===== src/rtl/arb2_pkg.sv =====
// Shared definitions for the two-source round-robin select stage:
// grant encodings, output-register state encoding and grant-counter width.
package arb2_pkg;

  localparam logic SEL_A = 1'b0;
  localparam logic SEL_B = 1'b1;

  localparam int CNT_W = 16;

  typedef enum logic {
    EMPTY = 1'b0,
    FULL  = 1'b1
  } state_t;

  // Increment that sticks at all-ones instead of wrapping.
  function automatic logic [CNT_W-1:0] sat_inc(input logic [CNT_W-1:0] v);
    return (&v) ? v : v + 1'b1;
  endfunction

endpackage


===== src/rtl/MUX2x1.sv =====
// Plain 2:1 operand multiplexer: y = sel ? b : a.
module MUX2x1 #(
  parameter int DATAWIDTH = 8
) (
  input  logic [DATAWIDTH-1:0] a,
  input  logic [DATAWIDTH-1:0] b,
  input  logic                 sel,
  output logic [DATAWIDTH-1:0] y
);

  assign y = sel ? b : a;

endmodule


===== src/rtl/arb2_sel_stage.sv =====
// Two-source round-robin arbiter feeding a single-entry output register.
// A word is accepted from the granted source whenever the output register is
// empty or being drained in the same cycle, giving one word per cycle.
// Optional build macro ARB2_GRANT_STATS_EN adds saturating per-source
// acceptance counters (a_count / b_count).
module arb2_sel_stage
  import arb2_pkg::*;
#(
  parameter int DATAWIDTH = 8
) (
  input  logic                 Clk,
  input  logic                 Rst,
  input  logic                 a_valid,
  input  logic [DATAWIDTH-1:0] a_data,
  output logic                 a_ready,
  input  logic                 b_valid,
  input  logic [DATAWIDTH-1:0] b_data,
  output logic                 b_ready,
  output logic                 out_valid,
  output logic [DATAWIDTH-1:0] out_data,
  output logic                 out_src,
  input  logic                 out_ready,
  output logic                 sel
`ifdef ARB2_GRANT_STATS_EN
  ,
  output logic [CNT_W-1:0]     a_count,
  output logic [CNT_W-1:0]     b_count
`endif
);

  state_t                 r_state;
  state_t                 w_state_nxt;
  logic                   r_last_grant;
  logic [DATAWIDTH-1:0]   r_out_data;
  logic                   r_out_src;

  logic                   w_can_accept;
  logic                   w_any_valid;
  logic                   w_grant;
  logic                   w_accept;
  logic [DATAWIDTH-1:0]   w_mux_data;

  assign w_can_accept = (r_state == EMPTY) || out_ready;
  assign w_any_valid  = a_valid || b_valid;
  // Reset masks acceptance so readys stay low while Rst is high.
  assign w_accept     = w_can_accept && w_any_valid && !Rst;

  // Grant: a lone requester wins; a tie goes to whoever lost last time;
  // with no requester the select just parks on the previous grant.
  always_comb begin
    w_grant = r_last_grant;
    if (a_valid && !b_valid)      w_grant = SEL_A;
    else if (b_valid && !a_valid) w_grant = SEL_B;
    else if (a_valid && b_valid)  w_grant = ~r_last_grant;
  end

  assign a_ready   = w_accept && (w_grant == SEL_A);
  assign b_ready   = w_accept && (w_grant == SEL_B);
  assign sel       = w_grant;
  assign out_valid = (r_state == FULL);
  assign out_data  = r_out_data;
  assign out_src   = r_out_src;

  MUX2x1 #(
    .DATAWIDTH (DATAWIDTH)
  ) u_mux (
    .a   (a_data),
    .b   (b_data),
    .sel (w_grant),
    .y   (w_mux_data)
  );

  // Output-register occupancy state.
  always_ff @(posedge Clk) begin
    if (Rst) r_state <= EMPTY;
    else     r_state <= w_state_nxt;
  end

  // Fill on accept; empty only when drained with nothing new arriving.
  always_comb begin
    w_state_nxt = r_state;
    case (r_state)
      EMPTY:   if (w_accept) w_state_nxt = FULL;
      FULL:    if (out_ready && !w_accept) w_state_nxt = EMPTY;
      default: w_state_nxt = EMPTY;
    endcase
  end

  // Capture the granted operand and remember who won; hold otherwise.
  always_ff @(posedge Clk) begin
    if (Rst) begin
      r_out_data   <= '0;
      r_out_src    <= SEL_A;
      r_last_grant <= SEL_B;
    end else if (w_accept) begin
      r_out_data   <= w_mux_data;
      r_out_src    <= w_grant;
      r_last_grant <= w_grant;
    end
  end

`ifdef ARB2_GRANT_STATS_EN
  logic [CNT_W-1:0] r_a_count;
  logic [CNT_W-1:0] r_b_count;

  // Per-source acceptance counters, saturating at all-ones.
  always_ff @(posedge Clk) begin
    if (Rst) begin
      r_a_count <= '0;
      r_b_count <= '0;
    end else begin
      if (a_ready) r_a_count <= sat_inc(r_a_count);
      if (b_ready) r_b_count <= sat_inc(r_b_count);
    end
  end

  assign a_count = r_a_count;
  assign b_count = r_b_count;
`endif

endmodule


===== config.mk =====
export PLATFORM = sky130hd
export DESIGN_NAME = arb2_sel_stage
export DESIGN_NICKNAME = d
export VERILOG_FILES = /design/src/rtl/arb2_pkg.sv /design/src/rtl/MUX2x1.sv /design/src/rtl/arb2_sel_stage.sv
export SDC_FILE = /design/constraint.sdc
export NUM_CORES = 1
export LEC_CHECK = 0
export CORE_MARGIN = 5
export CORE_UTILIZATION = 42
export CTS_BUF_LIST = sky130_fd_sc_hd__clkbuf_8
export DETAILED_ROUTE_END_ITERATION = 12
export PLACE_DENSITY = 0.95
export SLEW_MARGIN = 30
export SYNTH_ARGS = -nofsm -noshare
export SYNTH_HDL_FRONTEND = slang
export SYNTH_HIERARCHICAL = 1
export SYNTH_SLANG_ARGS = --single-unit

===== constraint.sdc =====
create_clock -name Clk -period 3.8 [get_ports Clk]
set_clock_uncertainty 0.05 [all_clocks]
set_input_delay 0.76 -clock Clk [delete_from_list [all_inputs] [get_ports Clk]]
set_output_delay 0.76 -clock Clk [all_outputs]
set_load 0.05 [all_outputs]

=== Word level (Yosys, flattened, before mapping) ===
Index checks and enable logic that the tools add are counted.

* Register bits: 11
* Output and inout port bits: 13

* Muxes and demuxes: 7
* Reductions and logical operators: 14
* Bitwise gates (word level): 3

{| class="wikitable"
|+ Operators by type and width
! operator !! number
|-
| $logic_and A1 B1 Y1 || 8
|-
| $mux W8 || 1
|-
| $mux W1 || 5
|-
| $logic_not A1 Y1 || 4
|-
| $not A1 Y1 || 3
|-
| $logic_or A1 B1 Y1 || 2
|-
| $pmux W1 S2 || 1
|}

=== Depth between registers and ports, before layout ===
* Depth after elaboration: 8
* Depth in mapped cells: 5
* Depth with buffers taken out: 4

=== Modules after synthesis ===
The synthesis kept the hierarchy.

{| class="wikitable"
|+ Modules (own cells, without submodules)
! module !! times used !! sequential area each (um^2) !! cells an instance !! area an instance (um^2)
|-
| arb2_sel_stage || 1 || 220.2 || 43 || 490.5
|-
| MUX2x1 || 1 || 0.0 || 9 || 131.4
|}

=== Worst setup path after synthesis ===
Ideal clock, no wire load.

* Path type: in2out
* Start point: input b_valid
* End point: output a_ready
* Stages on the path: 2
* Path slack: 0.471 ns
* Arrival: 2.519 ns
* Cell sequence: nor2b_1 > nor4_1

* Word-level cells in the longest chain between the ends: 6

{| class="wikitable"
|+ RTL lines
! item !! RTL line !! text
|-
| start: declaration || arb2_sel_stage.sv:16 || <nowiki>input logic b_valid,</nowiki>
|-
| $logic_and A1 B1 Y1 || arb2_sel_stage.sv:54 || <nowiki>else if (a_valid && b_valid) w_grant = ~r_last_grant;</nowiki>
|-
| $mux W1 || arb2_sel_stage.sv:54 ||
|-
| $mux W1 || arb2_sel_stage.sv:53 || <nowiki>else if (b_valid && !a_valid) w_grant = SEL_B;</nowiki>
|-
| $mux W1 || arb2_sel_stage.sv:52 || <nowiki>if (a_valid && !b_valid) w_grant = SEL_A;</nowiki>
|-
| $not A1 Y1 || arb2_sel_stage.sv:57 || <nowiki>assign a_ready = w_accept && (w_grant == SEL_A);</nowiki>
|-
| $logic_and A1 B1 Y1 * || arb2_sel_stage.sv:57 ||
|-
| end: declaration || arb2_sel_stage.sv:15 || <nowiki>output logic a_ready,</nowiki>
|}

Mark *: on every way between the ends. The rest lies on a longest branch, timed or not.

=== Worst setup path in the final report ===
* Start point: input out_ready
* End point: output b_ready

* Word-level cells in the longest chain between the ends: 4

{| class="wikitable"
|+ RTL lines
! item !! RTL line !! text
|-
| start: declaration || arb2_sel_stage.sv:22 || <nowiki>input logic out_ready,</nowiki>
|-
| $logic_or A1 B1 Y1 || arb2_sel_stage.sv:43 || <nowiki>assign w_can_accept = (r_state == EMPTY) || out_ready;</nowiki>
|-
| $logic_and A1 B1 Y1 (2 in series) || arb2_sel_stage.sv:46 || <nowiki>assign w_accept = w_can_accept && w_any_valid && !Rst;</nowiki>
|-
| $logic_and A1 B1 Y1 || arb2_sel_stage.sv:58 || <nowiki>assign b_ready = w_accept && (w_grant == SEL_B);</nowiki>
|-
| end: declaration || arb2_sel_stage.sv:18 || <nowiki>output logic b_ready,</nowiki>
|}

No other way between the ends.

==> results.ini <==
[synthesis]
synthTopCellsByArea = mux2_4 36%, dfxtp_1 35%, nor2b_1 9.1%, buf_6 3.6%, nor2b_4 2.2%
ys_seq_elements = 11
synth_top_family_by_area = multiplexers
syn_nets = 73
ys_seq_area_share_pct = 35.4
synth_mux_area_share_pct = 38.0
synth_compound_area_share_pct = 3.22
synth.most_common_cell = mux2_4
synth_ff_type = dfxtp_1
syn_avg_cell_area_um2 = 12.0
yosysWarnings = 6
synth_edf_count = 0
synth_top_area_share_pct = 36.2
ys_types = 16
synthSimpleGateAreaFrac_pct = 17.9
synthArstFlopShare_pct = 0
synthXorXnorAreaFrac_pct = 0
syn_area_um2 = 622
syn_inst = 52
yosys.area.top_type = mux2_4
synth_adder_area_share_pct = 0
synthTopCellsByCount = 15 x mux2_4, 11 x dfxtp_1, 9 x nor2b_1, 3 x nor2_1

[detailed_routing]
dr.pass1.iters = 4
routed_wl_um = 1520
ant_nets = 0
drt_iter0_drc = 5
wl_per_cell_um = 14.7
routed_via_density = 4.89
drc_errors = 0
vias = 504

[pwr]
combPwrFrac_pct = 39.6
clkPwrFrac_pct = 28.0
p_int_uw = 282
p_seq_share_pct = 32.5
powerDensity_nw_per_um2 = 413
finalPower_uw = 417
swShare_pct = 32.3
total_leakage_power_uw = 0.000453
switching_power_uw = 134
vdd_drop_max_mv = 0.220

[cells_and_area]
final_layout_size_suffix_gt1_share_pct = 29.5
multi_input_area_um2 = 368
seq_area_um2 = 220
fill_cells = 108
nets = 110
diodes = 0
syn2layout_area_growth_pct = 62.4

[timing]
finalMaxSlewViolations = 0
slew_headroom_pct = 65.2
setup_viol = 0
fin_crit_ns = 3.02
max_freq_ghz = 0.331
rsz0062_at_grt = no
final_hold_viol_count = 0
tightest_slew_ns = 0.521
timing.final.crit_share_pct = 79.4
setup_tns_ns = 0

[worst_setup_path]
reg2reg_from = r_last_grant$_SDFFE_PP1P_
cp-startpoint = out_ready
worstReg2RegEnd = out_data[6]$_SDFFE_PP0P_
crit_path_end = b_ready
critPathKind = in -> out
end_kind = output port
r2r_cells = 5
cp_data_required_time_ns = 2.99
path_max_fanout = 11
r2r_slack_ns = 2.11
cp_data_arrival_time_ns = 2.21
startpoint_type = input port

[floorplan]
dieArea_um2 = 2350
ios = 34
dieWidth_um = 48.5
start_util_pct = 46.1
coreArea_um2 = 1350
fp-row-count = 13
fp.dieH_um = 48.5

[clock_network]
htree_levels = 1
clk_latency_ns = 0.24
cts-root-buf = clkbuf_8
clk_pin_slew_ns = 0.05
post_cts_buffers = 0
cts_resized = 0
cts_tree = yes
cts_hold_buffers = 0
clock_path_buffers = 2
cts.sinks = 11
cts_buffers = 3

[run]
maxCapViolCount = 0

[placed_design]
gp_congestion = 0.676
dp.final_hpwl_um = 1220
port_buffers = 33

[global_routing]
grt_pass1_vias = 539
grt_max_degree = 12
antenna_found_initial = 0
grt_usage_pct = 13.3
grt_pass1_wl_um = 2380
gr-total-overflow = 0

[min_path]
hold_depth = 2
hp-class = reg -> reg

[run_status]
status = finished, final reports clean

-- worst max-delay path, cell delays in order --
cell	delay (ns)
clkdlybuf4s50_1	0.50
nor2b_4	0.06
or3_4	0.46
and2b_1	0.28
buf_12	0.15
-- registers in the layout, indices dropped and copies added, names as in the netlist --
| signal | flops |
|---|---|
| out_valid | 1 |
| out_data | 8 |
| out_src | 1 |
| r_last_grant | 1 |
-- metal layers --
metal | vias to the layer above | part of all wire, % | global-route usage, %
met1 | 225 | 36 | 11.6
li1 | 248 | - | -
met4 | 0 | 2.8 | 8.07
met3 | 5 | 12 | 7.34
met5 | - | 0 | 0
met2 | 26 | 49 | 23.3
-- cell families after synthesis --
kind of cell	count (synthesis)
flip-flops	11
AND/OR/NAND/NOR	17
buffers and inverters	5
AO/OA/AOI/OAI	3
multiplexers	16
-- power groups by stage --
stage | clock network (uW) | logic [uW] | registers [uW]
floorplan | 0 | 67.4 | 178
global placement | 0 | 163 | 137
detailed placement | 0 | 166 | 137
CTS | 117 | 167 | 135
global route | 124 | 172 | 137
finish | 117 | 165 | 135
-- worst min path at each step --
stage / startpoint / to / slack [ns]
finish: out_src$_SDFFE_PP0P_ / out_src$_SDFFE_PP0P_ / 0.40
global route: out_src$_SDFFE_PP0P_ / out_src$_SDFFE_PP0P_ / 0.44
CTS: out_src$_SDFFE_PP0P_ / out_src$_SDFFE_PP0P_ / 0.40
detailed placement: out_src$_SDFFE_PP0P_ / out_src$_SDFFE_PP0P_ / 0.40
global placement: out_src$_SDFFE_PP0P_ / out_src$_SDFFE_PP0P_ / 0.39
floorplan: r_last_grant$_SDFFE_PP1P_ / r_last_grant$_SDFFE_PP1P_ / 0.45
-- area by class of cell --
type	instances	area share, %
clock buffer	3	4.09
clock inverter	1	0.372
inverter	2	0.743
sequential	11	21.8
tap	15	1.86
multi-input combinational	36	36.4
timing repair buffer	35	34.7
-- placed cells by master, fill, tap and decap left out, types with 3 or more instances in the layout --
master / instances
buf_4: 4
dfxtp_1: 11
clkdlybuf4s50_1: 30
clkbuf_8: 3
nor2_1: 3
nor2b_1: 9
inv_1: 3
mux2_4: 15
-- through the flow --
stage / util, % / std cells / cell area (um2) / setup WS (ns) / hold slack [ns]
finish: 74.8 / 103 / 1010 / 0.781 / 0.401
global route: 74.8 / 103 / 1010 / 0.732 / 0.436
CTS: 74.8 / 103 / 1010 / 0.771 / 0.403
detailed placement: 71.5 / 99 / 965 / 0.775 / 0.395
global placement: 71.5 / 99 / 965 / 0.796 / 0.394
floorplan: - / 52 / 622 / 0.471 / 0.453
Note: power is estimated with default switching activity, not from simulation.
==> patch: new RTL, same flow settings <==
`DATAWIDTH` is set to 8 in 2 places; all go to 7.
--- a/src/rtl/MUX2x1.sv
+++ b/src/rtl/MUX2x1.sv
@@ -2,3 +2,3 @@
 module MUX2x1 #(
-  parameter int DATAWIDTH = 8
+  parameter int DATAWIDTH = 7
 ) (
--- a/src/rtl/arb2_sel_stage.sv
+++ b/src/rtl/arb2_sel_stage.sv
@@ -8,3 +8,3 @@
 #(
-  parameter int DATAWIDTH = 8
+  parameter int DATAWIDTH = 7
 ) (
Ports: changed (resized a_data, b_data and out_data); port bits go from 34 to 31. The function was not compared with the original's and may differ.
==> patch against the original RTL <==
Design area fell by 8.3%; sequential cell count fell by 1; power shrank 3.2%; synthesized area is 9.1% lower; non-clock buffer count shrank 4; clock power grew 13%; worst setup slack got worse by 0.055 ns; routed wire length is 15% lower.
==> patch: results (changes against the original RTL) <==
[metrics] outcome: complete, no violations (unchanged)
[metrics] initial drt markers: 2 (was 5)
[metrics] cell with the biggest individual delay on the critical path: sky130_fd_sc_hd__clkdlybuf4s50_1 (unchanged)
[metrics] post-synthesis cell type count: 15 (was 16)
[metrics] number of iterations in the first detailed-routing pass: 2 (was 4)
[metrics] GRT Total Usage: 0.1423 (was 0.1329)
[metrics] # port buffers: 30 (was 33)
[metrics] total number of vias: 456 (was 504)
[metrics] maximum number of pins on one net before global-route repair: 13 (was 12)
[metrics] detailed-placement wirelength estimate: 985.9 um (was 1224 um)
[metrics] cell types with the largest area share after synthesis: sky130_fd_sc_hd__mux2_4 37%, sky130_fd_sc_hd__dfxtp_1 35%, sky130_fd_sc_hd__nor2b_1 8.8% (was sky130_fd_sc_hd__mux2_4 36%, sky130_fd_sc_hd__dfxtp_1 35%, sky130_fd_sc_hd__nor2b_1 9.1%)
[metrics] Critical Path Fanout Max: 12 (was 11)
[metrics] number of vias per cell: 4.800 (was 4.893)
[metrics] total wire length after detailed routing: 1297 um (was 1519 um)
[metrics] mean cell area of the mapped netlist: 11.78 um^2 (was 11.96 um^2)
[metrics] worst-case setup slack after placement: 0.7419 ns (was 0.7749 ns)
[metrics] fraction of synthesized area in multiplexers: 0.3717 (was 0.3803)
[metrics] pin slew with the least headroom to its limit: 0.5524 ns (was 0.5208 ns)
[metrics] data arrival time of the critical path: 2.26 ns (was 2.21 ns)
[metrics] syn nets: 67 (was 73)
[metrics] vias in the first global route: 485 (was 539)
[metrics] register area share after synthesis: 0.3540 (was 0.3541)
[metrics] number of flip-flops in the largest register: 7 (was 8)
[metrics] layout filler cell count: 89 (was 108)
[metrics] dpl cell area: 870.8 um^2 (was 964.7 um^2)
[metrics] Leak Pwr: 0.4130 nW (was 0.4525 nW)
-- patch: cell count changes in the layout (fill, tap and decap cells not counted), sizes merged --
cell,unedited run,this run
buf,5,4
clkbuf,3,4
clkdlybuf4s50,30,27
dfxtp,11,10
inv,3,2
mux2,16,14
nor2b,10,9
-- patch: per-layer routing --
| layer | wire length [um] | track usage | part of all wire |
|---|---|---|---|
| met4 | 0 | 0.06630 | 0 |
| met3 | 118 | 0.05469 | 0.091 |
| met2 | 679 | 0.2500 | 0.52 |
| met1 | 499 | 0.1469 | 0.38 |
| met5 | 0 | 0 | 0 |
-- patch: layout make-up --
| cell class | count | share of cell area |
|---|---|---|
| timing repair buffer | 31 | 0.3378 |
| inverter | 2 | 0.008108 |
| sequential | 10 | 0.2162 |
| clock buffer | 4 | 0.05946 |
| tap | 15 | 0.02027 |
| multi-input combinational | 33 | 0.3581 |
-- patch: cell families after synthesis --
| kind of cell | Yosys count |
|---|---|
| flops | 10 |
| compound gates | 3 |
| simple gates | 16 |
| mux | 14 |
| buf+inv | 5 |
-- patch: stage by stage --
step / hold slack (ns) / total power [mW] / util
after floorplan: 0.4526 / 0.2234 / -
after global placement: 0.3995 / 0.2699 / 0.6777
after detailed placement: 0.3966 / 0.2730 / 0.6777
after CTS: 0.4042 / 0.4074 / 0.7205
after global routing: 0.4423 / 0.4187 / 0.7205
final: 0.4019 / 0.4032 / 0.7205
-- patch: worst paths after layout --
check,end,cells past startpoint,startpoint
min,out_src,2,out_src
min reg2reg,out_src,2,out_src
max,a_ready,3,Rst
max reg2reg,out_data[2],4,r_last_grant
-- patch: worst reg2reg max path, stage by stage, from the launching register on --
cell	delay [ns]
sky130_fd_sc_hd__dfxtp_1	0.32
sky130_fd_sc_hd__nor2b_1	0.19
sky130_fd_sc_hd__a21o_1	0.40
sky130_fd_sc_hd__mux2_4	0.35
sky130_fd_sc_hd__mux2_4	0.26
-- patch: report_power, final --
group / internal (mW) / switching [mW] / leakage, nW
logic: 0.0733 / 0.0742 / 0.301
registers: 0.117 / 0.00636 / 0.0833
clock network: 0.0910 / 0.0413 / 0.0288
total: 0.281 / 0.122 / 0.413
